==> config.mk <==
export PLATFORM = sky130hd
export DESIGN_NAME = serial_cmd_sequencer
export DESIGN_NICKNAME = d
export VERILOG_FILES = /design/src/rtl/serial_cmd_pkg.sv /design/src/rtl/serial_cmd_sequencer_bit_counter.sv /design/src/rtl/serial_cmd_sequencer.sv
export SDC_FILE = /design/constraint.sdc
export NUM_CORES = 1
export LEC_CHECK = 0
export ABC_CLOCK_PERIOD_IN_PS = 2420
export BUFFER_PORTS_ARGS = -buffer_cell sky130_fd_sc_hd__buf_2
export CORE_MARGIN = 5
export CORE_UTILIZATION = 25
export DETAILED_ROUTE_END_ITERATION = 7
export GPL_TIMING_DRIVEN = 0
export MAX_ROUTING_LAYER = met4
export SLEW_MARGIN = 15
export SYNTH_ARGS = -nofsm -noshare
export SYNTH_HDL_FRONTEND = slang
export SYNTH_SLANG_ARGS = --single-unit
==> constraint.sdc <==
create_clock -name clk -period 2.42 [get_ports clk]
set_input_delay 0.363 -clock clk [delete_from_list [all_inputs] [get_ports clk]]
set_output_delay 0.363 -clock clk [all_outputs]
set_load 0.02 [all_outputs]
==> src/rtl/serial_cmd_pkg.sv <==
// Shared definitions for the bit-serial command sequencer: phase encoding,
// opcode values and the per-phase last-bit index.
package serial_cmd_pkg;

  typedef enum logic [2:0] {
    S_OP     = 3'b000,
    S_DATA   = 3'b001,
    S_ADDR   = 3'b010,
    S_ADDR_C = 3'b011,
    S_WRITE  = 3'b100
  } state_t;

  localparam logic [1:0] OP_LDD   = 2'b00;
  localparam logic [1:0] OP_LDA   = 2'b01;
  localparam logic [1:0] OP_WR    = 2'b10;
  localparam logic [1:0] OP_LDA_C = 2'b11;

  // Index of the last bit accepted in a phase; zero for phases that take no bits.
  function automatic int unsigned phase_last(input logic [2:0] st,
                                             input int unsigned data_w,
                                             input int unsigned addr_w);
    case (st)
      S_OP:             return 32'd1;
      S_DATA:           return data_w - 32'd1;
      S_ADDR, S_ADDR_C: return addr_w - 32'd1;
      default:          return 32'd0;
    endcase
  endfunction

endpackage

==> src/rtl/serial_cmd_sequencer_bit_counter.sv <==
// Phase bit counter with synchronous clear/enable and a terminal compare
// against a limit supplied at run time.
module bit_counter #(
  parameter int CNT_W = 5
) (
  input  logic             clk,
  input  logic             rst,
  input  logic             clr,
  input  logic             en,
  input  logic [CNT_W-1:0] limit,
  output logic [CNT_W-1:0] cnt,
  output logic             at_limit
);

  // Counter register; clear wins over increment.
  always_ff @(posedge clk) begin
    if (rst) begin
      cnt <= {CNT_W{1'b0}};
    end else if (clr) begin
      cnt <= {CNT_W{1'b0}};
    end else if (en) begin
      cnt <= cnt + {{(CNT_W-1){1'b0}}, 1'b1};
    end else begin
      cnt <= cnt;
    end
  end

  assign at_limit = (cnt == limit);

endmodule

==> src/rtl/serial_cmd_sequencer.sv <==
// Bit-serial command sequencer: collects a 2-bit opcode, then steps through
// the data/address/write phase, emitting one-cycle datapath enables.
module serial_cmd_sequencer
  import serial_cmd_pkg::*;
#(
  parameter int DATA_W = 16,
  parameter int ADDR_W = 4,
  parameter int CNT_W  = 5
) (
  input  logic             clk,
  input  logic             rst,
  input  logic             bit_valid,
  input  logic             bit_in,
  input  logic             cmp,
  input  logic             abort,
  output logic [2:0]       state,
  output logic [1:0]       opcode,
  output logic             op_en,
  output logic             data_en,
  output logic             addr_en,
  output logic             wr_strobe,
  output logic             busy,
  output logic             done,
  output logic             overrun,
  output logic [CNT_W-1:0] bit_cnt
);

  state_t           state_q;
  state_t           state_next;
  logic [1:0]       opcode_next;
  logic             cmp_lat;
  logic             cmp_next;
  logic             done_next;
  logic             overrun_next;
  logic             cnt_clr;
  logic             cnt_en;
  logic             at_limit;
  logic [CNT_W-1:0] limit;

  assign limit = CNT_W'(phase_last(state_q, DATA_W, ADDR_W));

  bit_counter #(.CNT_W(CNT_W)) u_bit_counter (
    .clk      (clk),
    .rst      (rst),
    .clr      (cnt_clr),
    .en       (cnt_en),
    .limit    (limit),
    .cnt      (bit_cnt),
    .at_limit (at_limit)
  );

  // Phase register and the registered status flags.
  always_ff @(posedge clk) begin
    if (rst) begin
      state_q <= S_OP;
      opcode  <= 2'b00;
      cmp_lat <= 1'b0;
      done    <= 1'b0;
      overrun <= 1'b0;
    end else begin
      state_q <= state_next;
      opcode  <= opcode_next;
      cmp_lat <= cmp_next;
      done    <= done_next;
      overrun <= overrun_next;
    end
  end

  // Next-phase decode and enables; abort suppresses every enable this cycle.
  always_comb begin
    state_next   = state_q;
    opcode_next  = opcode;
    cmp_next     = cmp_lat;
    done_next    = 1'b0;
    overrun_next = 1'b0;
    cnt_clr      = 1'b0;
    cnt_en       = 1'b0;
    op_en        = 1'b0;
    data_en      = 1'b0;
    addr_en      = 1'b0;
    wr_strobe    = 1'b0;
    if (abort) begin
      state_next = S_OP;
      cnt_clr    = 1'b1;
      cmp_next   = 1'b0;
    end else begin
      case (state_q)
        S_OP: begin
          op_en = bit_valid;
          if (bit_valid) begin
            opcode_next = {opcode[0], bit_in};
            if (at_limit) begin
              cnt_clr = 1'b1;
              case (opcode_next)
                OP_LDD:   state_next = S_DATA;
                OP_LDA:   state_next = S_ADDR;
                OP_WR:    state_next = S_WRITE;
                OP_LDA_C: begin
                  state_next = S_ADDR_C;
                  cmp_next   = cmp;
                end
                default:  state_next = S_OP;
              endcase
            end else begin
              cnt_en = 1'b1;
            end
          end else begin
            cnt_en = 1'b0;
          end
        end
        S_DATA, S_ADDR, S_ADDR_C: begin
          data_en = bit_valid & (state_q == S_DATA);
          addr_en = bit_valid & ((state_q == S_ADDR) | ((state_q == S_ADDR_C) & cmp_lat));
          if (bit_valid) begin
            if (at_limit) begin
              state_next = S_OP;
              cnt_clr    = 1'b1;
              done_next  = 1'b1;
            end else begin
              cnt_en = 1'b1;
            end
          end else begin
            cnt_en = 1'b0;
          end
        end
        S_WRITE: begin
          // A bit arriving during the write cycle is discarded, not counted.
          wr_strobe    = 1'b1;
          state_next   = S_OP;
          done_next    = 1'b1;
          overrun_next = bit_valid;
          cnt_clr      = 1'b1;
        end
        default: begin
          state_next = S_OP;
          cnt_clr    = 1'b1;
        end
      endcase
    end
  end

  assign state = state_q;
  assign busy  = (state_q != S_OP) || (bit_cnt != {CNT_W{1'b0}});

endmodule

==> results.yml, run 1 <==
synthesis:
  seq_area_frac_synth_pct: 31.90
  yosysUniqueCellTypes: 36
  netlist_instances: 92
  synth_ff_type: "dfxtp_1"
  yosysMostFrequentCell: "dfxtp_1"
  synth_edf_count: 0
  syn-num-nets: 103
  synthTopCellsByCount: "dfxtp_1 (13), nand2_1 (12), inv_1 (6), nor2_1 (6)"
  synth_warnings: 0
  synth_area_leaders: "dfxtp_1 (32%), ha_1 (7.7%), nand2_1 (5.5%)"
  yosys.area.top_type: "dfxtp_1"
  synth_top_cell_area_share_pct: 31.90
  async_flop_share_pct: 0
  syn_area_per_cell_um2: 8.867
  synth_area_um2: 815.8
  synth_seq_cells: 13
clock_network:
  cts_setup_buffers: 0
  numCtsBuffers: 3
  cts_root_buffer: "clkbuf_4"
  clock_sinks: 13
  ctsHtreeMaxLevel: 1
  clk_path_buf_depth: 2
  clk-insertion-delay-late_ns: 0.29
  cts_tree: "yes"
  cts-resized-gates: 0
  cts_hold_buf: 0
  cts.clk_slew.worst_paths_ns: 0.09
sta:
  setup_violations: 0
  slew_violations: 0
  final_hold_viol_count: 0
  rsz0062_at_grt: "no"
  finalClockSkew_ns: 0.005811
  period_needed_ns: 2.207
  max_freq_ghz: 0.4531
  final.period_utilization_pct: 91.20
  maxSlewHeadroom_pct: 55.52
  worst-slew-pin-transition_ns: 0.6657
  finalSetupTns_ns: 0
power:
  p_leak_nw: 0.4269
  power_density_nw_per_um2: 404.4
  power_mw: 0.4073
  ir_drop_mv: 0.2360
setup_path:
  max_stage_delay_ns: 0.57
  critPathKind: "reg -> out"
  crit_end: "op_en"
  cp_max_fo: 9
  r2r_setup_slack_ns: 0.50
  startpoint_type: "flip-flop"
  rr_worst_depth: 5
  path_cells: "buf_4 -> nor3b_1 -> nand2_1 -> inv_1 -> buf_2"
  reg2reg_to: "u_bit_counter.cnt[3]$_SDFFE_PP0P_"
  cp.arrival_ns: 1.84
  end_kind: "output port"
  r2r-start: "state[2]$_SDFFE_PP0P_"
  crit_start: "state[2]$_SDFFE_PP0P_"
  crit_slowest_cell: "nor3b_1"
  required_ns: 2.06
placement:
  gp_congestion: 0.7495
  place_area_um2: 980.9
  hpwl_um: 1492
  placed_cells: 158
  io_buffers: 22
final_layout:
  multi_input_area_um2: 503.0
  area_growth_pct: 23.47
  fin_cells: 162
  register_area_um2: 260.3
  antenna_cells: 0
  fin_nets: 130
  fin_util_pct: 32.46
  drive_above_1_share_pct: 30.51
  fill_cells: 347
  fin_area_um2: 1007
status:
  status: "finished clean"
floorplan:
  initial_core_util_pct: 26.29
  die_x_um: 67.13
  io_pins: 23
  die-area_um2: 4506
  coreArea_um2: 3103
  row_count: 20
  die_h_um: 67.13
drt:
  ant_nets: 0
  wire_per_inst_um: 11.51
  drtIter0Drc: 20
  wl_um: 1865
  drt-vias-per-instance: 4.506
  drt_pass1_iterations: 4
  drc: 0
  vias: 730
grt:
  grt_first_pass_wirelength_um: 3091
  antenna_found_initial: 0
  grt_max_degree: 10
  gr-total-overflow: 0
  track_usage_pct: 9.485
  grt_pass1_vias: 712
worst_hold_path:
  min_path_type: "in -> reg"
  worstHoldStart: "rst"
flow_run:
  max_cap_viol_count: 0
-- cells in the final DEF, fill, tap and decap left out, drive strengths merged, types with 2 or more instances in the layout --
cell	netlist	layout
nor3	3	3
inv	6	6
buf	3	25
a21oi	5	5
nor3b	3	3
or3	3	3
clkbuf	0	4
o21ai	4	4
nand2	12	12
and2	2	2
a21boi	2	2
ha	5	5
nand3	3	3
mux2i	3	3
or2b	3	3
nor2	6	6
dfxtp	13	13
-- layer usage --
layer | wire (um) | up-vias | GRT usage (%) | share of wire, %
met3 | 132 | 4 | 4.216 | 7.1
met5 | 0 | - | - | 0
met1 | 878 | 334 | 10.70 | 47
li1 | - | 372 | - | -
met4 | 14 | 0 | 1.519 | 0.75
met2 | 840 | 20 | 15.71 | 45
-- through the flow --
stage	hold WS, ns	worst slack [ns]
after floorplan	0.4321	0.5656
after global placement	0.4422	0.5591
after detailed placement	0.4552	0.5189
after CTS	0.2723	0.2006
after global routing	0.2740	0.09098
final	0.2816	0.2130
-- cells by family (layout without fill, tap and decap cells) --
group / count (synthesis) / in the layout / synth area share [%]
AND/OR/NAND/NOR: 43 / 43 / 32.82
buffers and inverters: 9 / 35 / 6.442
AO/OA/AOI/OAI: 18 / 18 / 15.95
flip-flops: 13 / 13 / 31.90
XOR/XNOR: 1 / 1 / 1.074
multiplexers: 3 / 3 / 4.141
adder cells (fa/ha/maj): 5 / 5 / 7.669
-- how the worst min path moves through the flow --
stage | slack [ns] | to | cells after the start
final | 0.28 | opcode[1]$_SDFFE_PP0P_ | 2
after global routing | 0.27 | opcode[1]$_SDFFE_PP0P_ | 2
after CTS | 0.27 | opcode[0]$_SDFFE_PP0P_ | 2
after detailed placement | 0.46 | opcode[1]$_SDFFE_PP0P_ | 2
after global placement | 0.44 | opcode[1]$_SDFFE_PP0P_ | 2
after floorplan | 0.43 | opcode[0]$_SDFFE_PP0P_ | 1
-- sequential cells by signal (all words and copies together), names as in the netlist --
register           cells
opcode                 2
state                  3
overrun                1
cmp_lat                1
u_bit_counter.cnt      5
done                   1
-- power breakdown --
| group | total, mW | switching [mW] | internal (mW) | leakage [nW] |
|---|---|---|---|---|
| Combinational | 0.0448 | 0.0268 | 0.0181 | 0.307 |
| Sequential | 0.219 | 0.00279 | 0.216 | 0.105 |
| Clock | 0.144 | 0.0799 | 0.0641 | 0.0150 |
-- layout make-up --
type	instances	share of cell area, %
clock buffer	4	2.609
multi-input combinational	70	49.94
sequential	13	25.84
tap	44	5.466
timing repair buffer	22	10.93
inverter	6	2.236
buffer	3	2.981
-- critical path: cells and delay by family (launching register included) --
| kind | cells | cell delay [ns] |
|---|---|---|
| flops | 1 | 0.32 |
| simple gates | 2 | 0.77 |
| buf+inv | 3 | 0.47 |
Power figures use the tool's default switching activity.
==> run 2: changes to the inputs <==
--- a/config.mk
+++ b/config.mk
@@ -5,10 +5,11 @@
 export SDC_FILE = /design/constraint.sdc
 export NUM_CORES = 1
 export LEC_CHECK = 0
-export ABC_CLOCK_PERIOD_IN_PS = 2420
+export ABC_CLOCK_PERIOD_IN_PS = 2600
 export BUFFER_PORTS_ARGS = -buffer_cell sky130_fd_sc_hd__buf_2
 export CORE_MARGIN = 5
 export CORE_UTILIZATION = 25
+export CTS_BUF_LIST = sky130_fd_sc_hd__clkbuf_2 sky130_fd_sc_hd__clkbuf_4 sky130_fd_sc_hd__clkbuf_8
 export DETAILED_ROUTE_END_ITERATION = 7
 export GPL_TIMING_DRIVEN = 0
 export MAX_ROUTING_LAYER = met4
==> constraint.sdc (replaced) <==
create_clock -name clk -period 2.6 [get_ports clk]
set_input_delay 0.39 -clock clk [delete_from_list [all_inputs] [get_ports clk]]
set_output_delay 0.39 -clock clk [all_outputs]
set_load 0.02 [all_outputs]
==> run 2 against run 1 <==
Against the previous run: routed wire length shrank 0.27%; combinational power shrank 6.9%; via count grew 0.14%; highest routed layer unchanged.
==> results.yml, run 2 (synthesis gave the netlist of run 1 again) <==
status:
  status: "finished clean"
clock_network:
  cts_tree: "yes"
  cts_setup_buffers: 0
  ctsHtreeMaxLevel: 1
  clock_sinks: 13
  cts.clk_slew.worst_paths_ns: 0.08
  cts-resized-gates: 0
  numCtsBuffers: 3
  clk-insertion-delay-late_ns: 0.28
  cts_root_buffer: "clkbuf_4"
  clk_path_buf_depth: 2
  cts_hold_buf: 0
sta:
  final_hold_viol_count: 0
  worst-slew-pin-transition_ns: 0.6601
  setup_violations: 0
  rsz0062_at_grt: "no"
  holdWs_ns: 0.3130
  finalClockSkew_ns: 0.001182
  period_needed_ns: 2.230
  finalWorstSetupSlack_ns: 0.3704
  final.period_utilization_pct: 85.75
  max_freq_ghz: 0.4485
  finalSetupTns_ns: 0
  slew_violations: 0
  maxSlewHeadroom_pct: 55.90
setup_path:
  end_kind: "output port"
  cp.arrival_ns: 1.84
  max_stage_delay_ns: 0.57
  required_ns: 2.21
  startpoint_type: "flip-flop"
  crit_slowest_cell: "nor3b_1"
  critPathKind: "reg -> out"
  path_cells: "buf_4 -> nor3b_1 -> nand2_1 -> inv_1 -> buf_2"
  cp_max_fo: 9
final_layout:
  drive_above_1_share_pct: 31.36
  most-common-layout-cells: "buf_2 (22), dfxtp_1 (13), nand2_1 (12)"
  area_growth_pct: 23.93
  fin_cells: 162
  regMostFlops: "u_bit_counter.cnt"
  fill_cells: 345
  antenna_cells: 0
  fin_util_pct: 32.58
  fin_area_um2: 1011
  largest_reg_flops: 5
  fin_nets: 130
  final_common_cell: "buf_2"
drt:
  ant_nets: 0
  wire_per_inst_um: 11.48
  drtIter0Drc: 29
  drt_pass1_iterations: 4
  vias: 731
  drt-vias-per-instance: 4.512
  drc: 0
  wl_um: 1860
power:
  power_density_nw_per_um2: 382.4
  combPwrFrac_pct: 10.8
  p_leak_nw: 0.4304
  power_mw: 0.3866
  clkPwrFrac_pct: 36.6
  p_int_mw: 0.2876
  p_sw_share_pct: 25.60
  share_seq_of_total_power_pct: 52.6
  p_sw_mw: 0.09897
  ir_drop_mv: 0.2128
placement:
  pre_cts_ws_ns: 0.6652
  hpwl_um: 1492
  io_buffers: 22
  place_area_um2: 980.9
  gp_congestion: 0.7495
  placed_cells: 158
grt:
  grt_first_pass_wirelength_um: 3077
  gr-total-overflow: 0
  grt_max_degree: 10
  track_usage_pct: 9.449
  antenna_found_initial: 0
  grt_pass1_vias: 713
floorplan:
  row_count: 20
  coreArea_um2: 3103
  io_pins: 23
  initial_core_util_pct: 26.29
  die_x_um: 67.13
  die_h_um: 67.13
  die-area_um2: 4506
worst_hold_path:
  min_path_type: "in -> reg"
flow_run:
  max_cap_viol_count: 0
run 2: cell count changes in the layout (fill, tap and decap cells not counted):
cell      before  now
clkbuf_1       1    0
clkbuf_4       3    4
run 2: power by group through the flow:
stage               Sequential (mW)  Clock [mW]  Combinational [mW]
floorplan                     0.210           0              0.0250
global placement              0.208           0              0.0410
detailed placement            0.208           0              0.0417
CTS                           0.203       0.148              0.0420
global route                  0.204       0.153              0.0471
finish                        0.203       0.142              0.0417
run 2: metal layers:
metal	vias up	global-route usage (%)	part of all wire (%)
li1	371	-	-
met1	336	10.60	46
met2	20	15.71	45
met3	4	4.216	7.4
met4	0	1.519	0.75
met5	-	-	0
run 2: path summary, 6_finish.rpt:
check | start | endpoint | slack [ns] | depth (start not counted)
hold / removal | rst | opcode[1]$_SDFFE_PP0P_ | 0.31 | 2
hold reg to reg | cmp_lat$_SDFFE_PP0P_ | cmp_lat$_SDFFE_PP0P_ | 0.46 | 2
setup / recovery | state[2]$_SDFFE_PP0P_ | op_en | 0.37 | 5
setup reg to reg | state[2]$_SDFFE_PP0P_ | u_bit_counter.cnt[3]$_SDFFE_PP0P_ | 0.68 | 5
run 2: final cells by class:
class                   count  area, um^2  area share, %
flip-flops and latches     13       260.3          25.74
repair buffers             22       110.1          10.89
plain buffers               3       30.03          2.970
inverters                   6       22.52          2.228
well taps                  44       55.05          5.446
multi-input cells          70       503.0          49.75
clock buffers               4       30.03          2.970
run 2: worst max-delay path, delay by kind of cell, from the launching register on:
| kind | cells | cell delay (ns) |
|---|---|---|
| buffers and inverters | 3 | 0.47 |
| and+or+nand+nor | 2 | 0.77 |
| DFF | 1 | 0.32 |
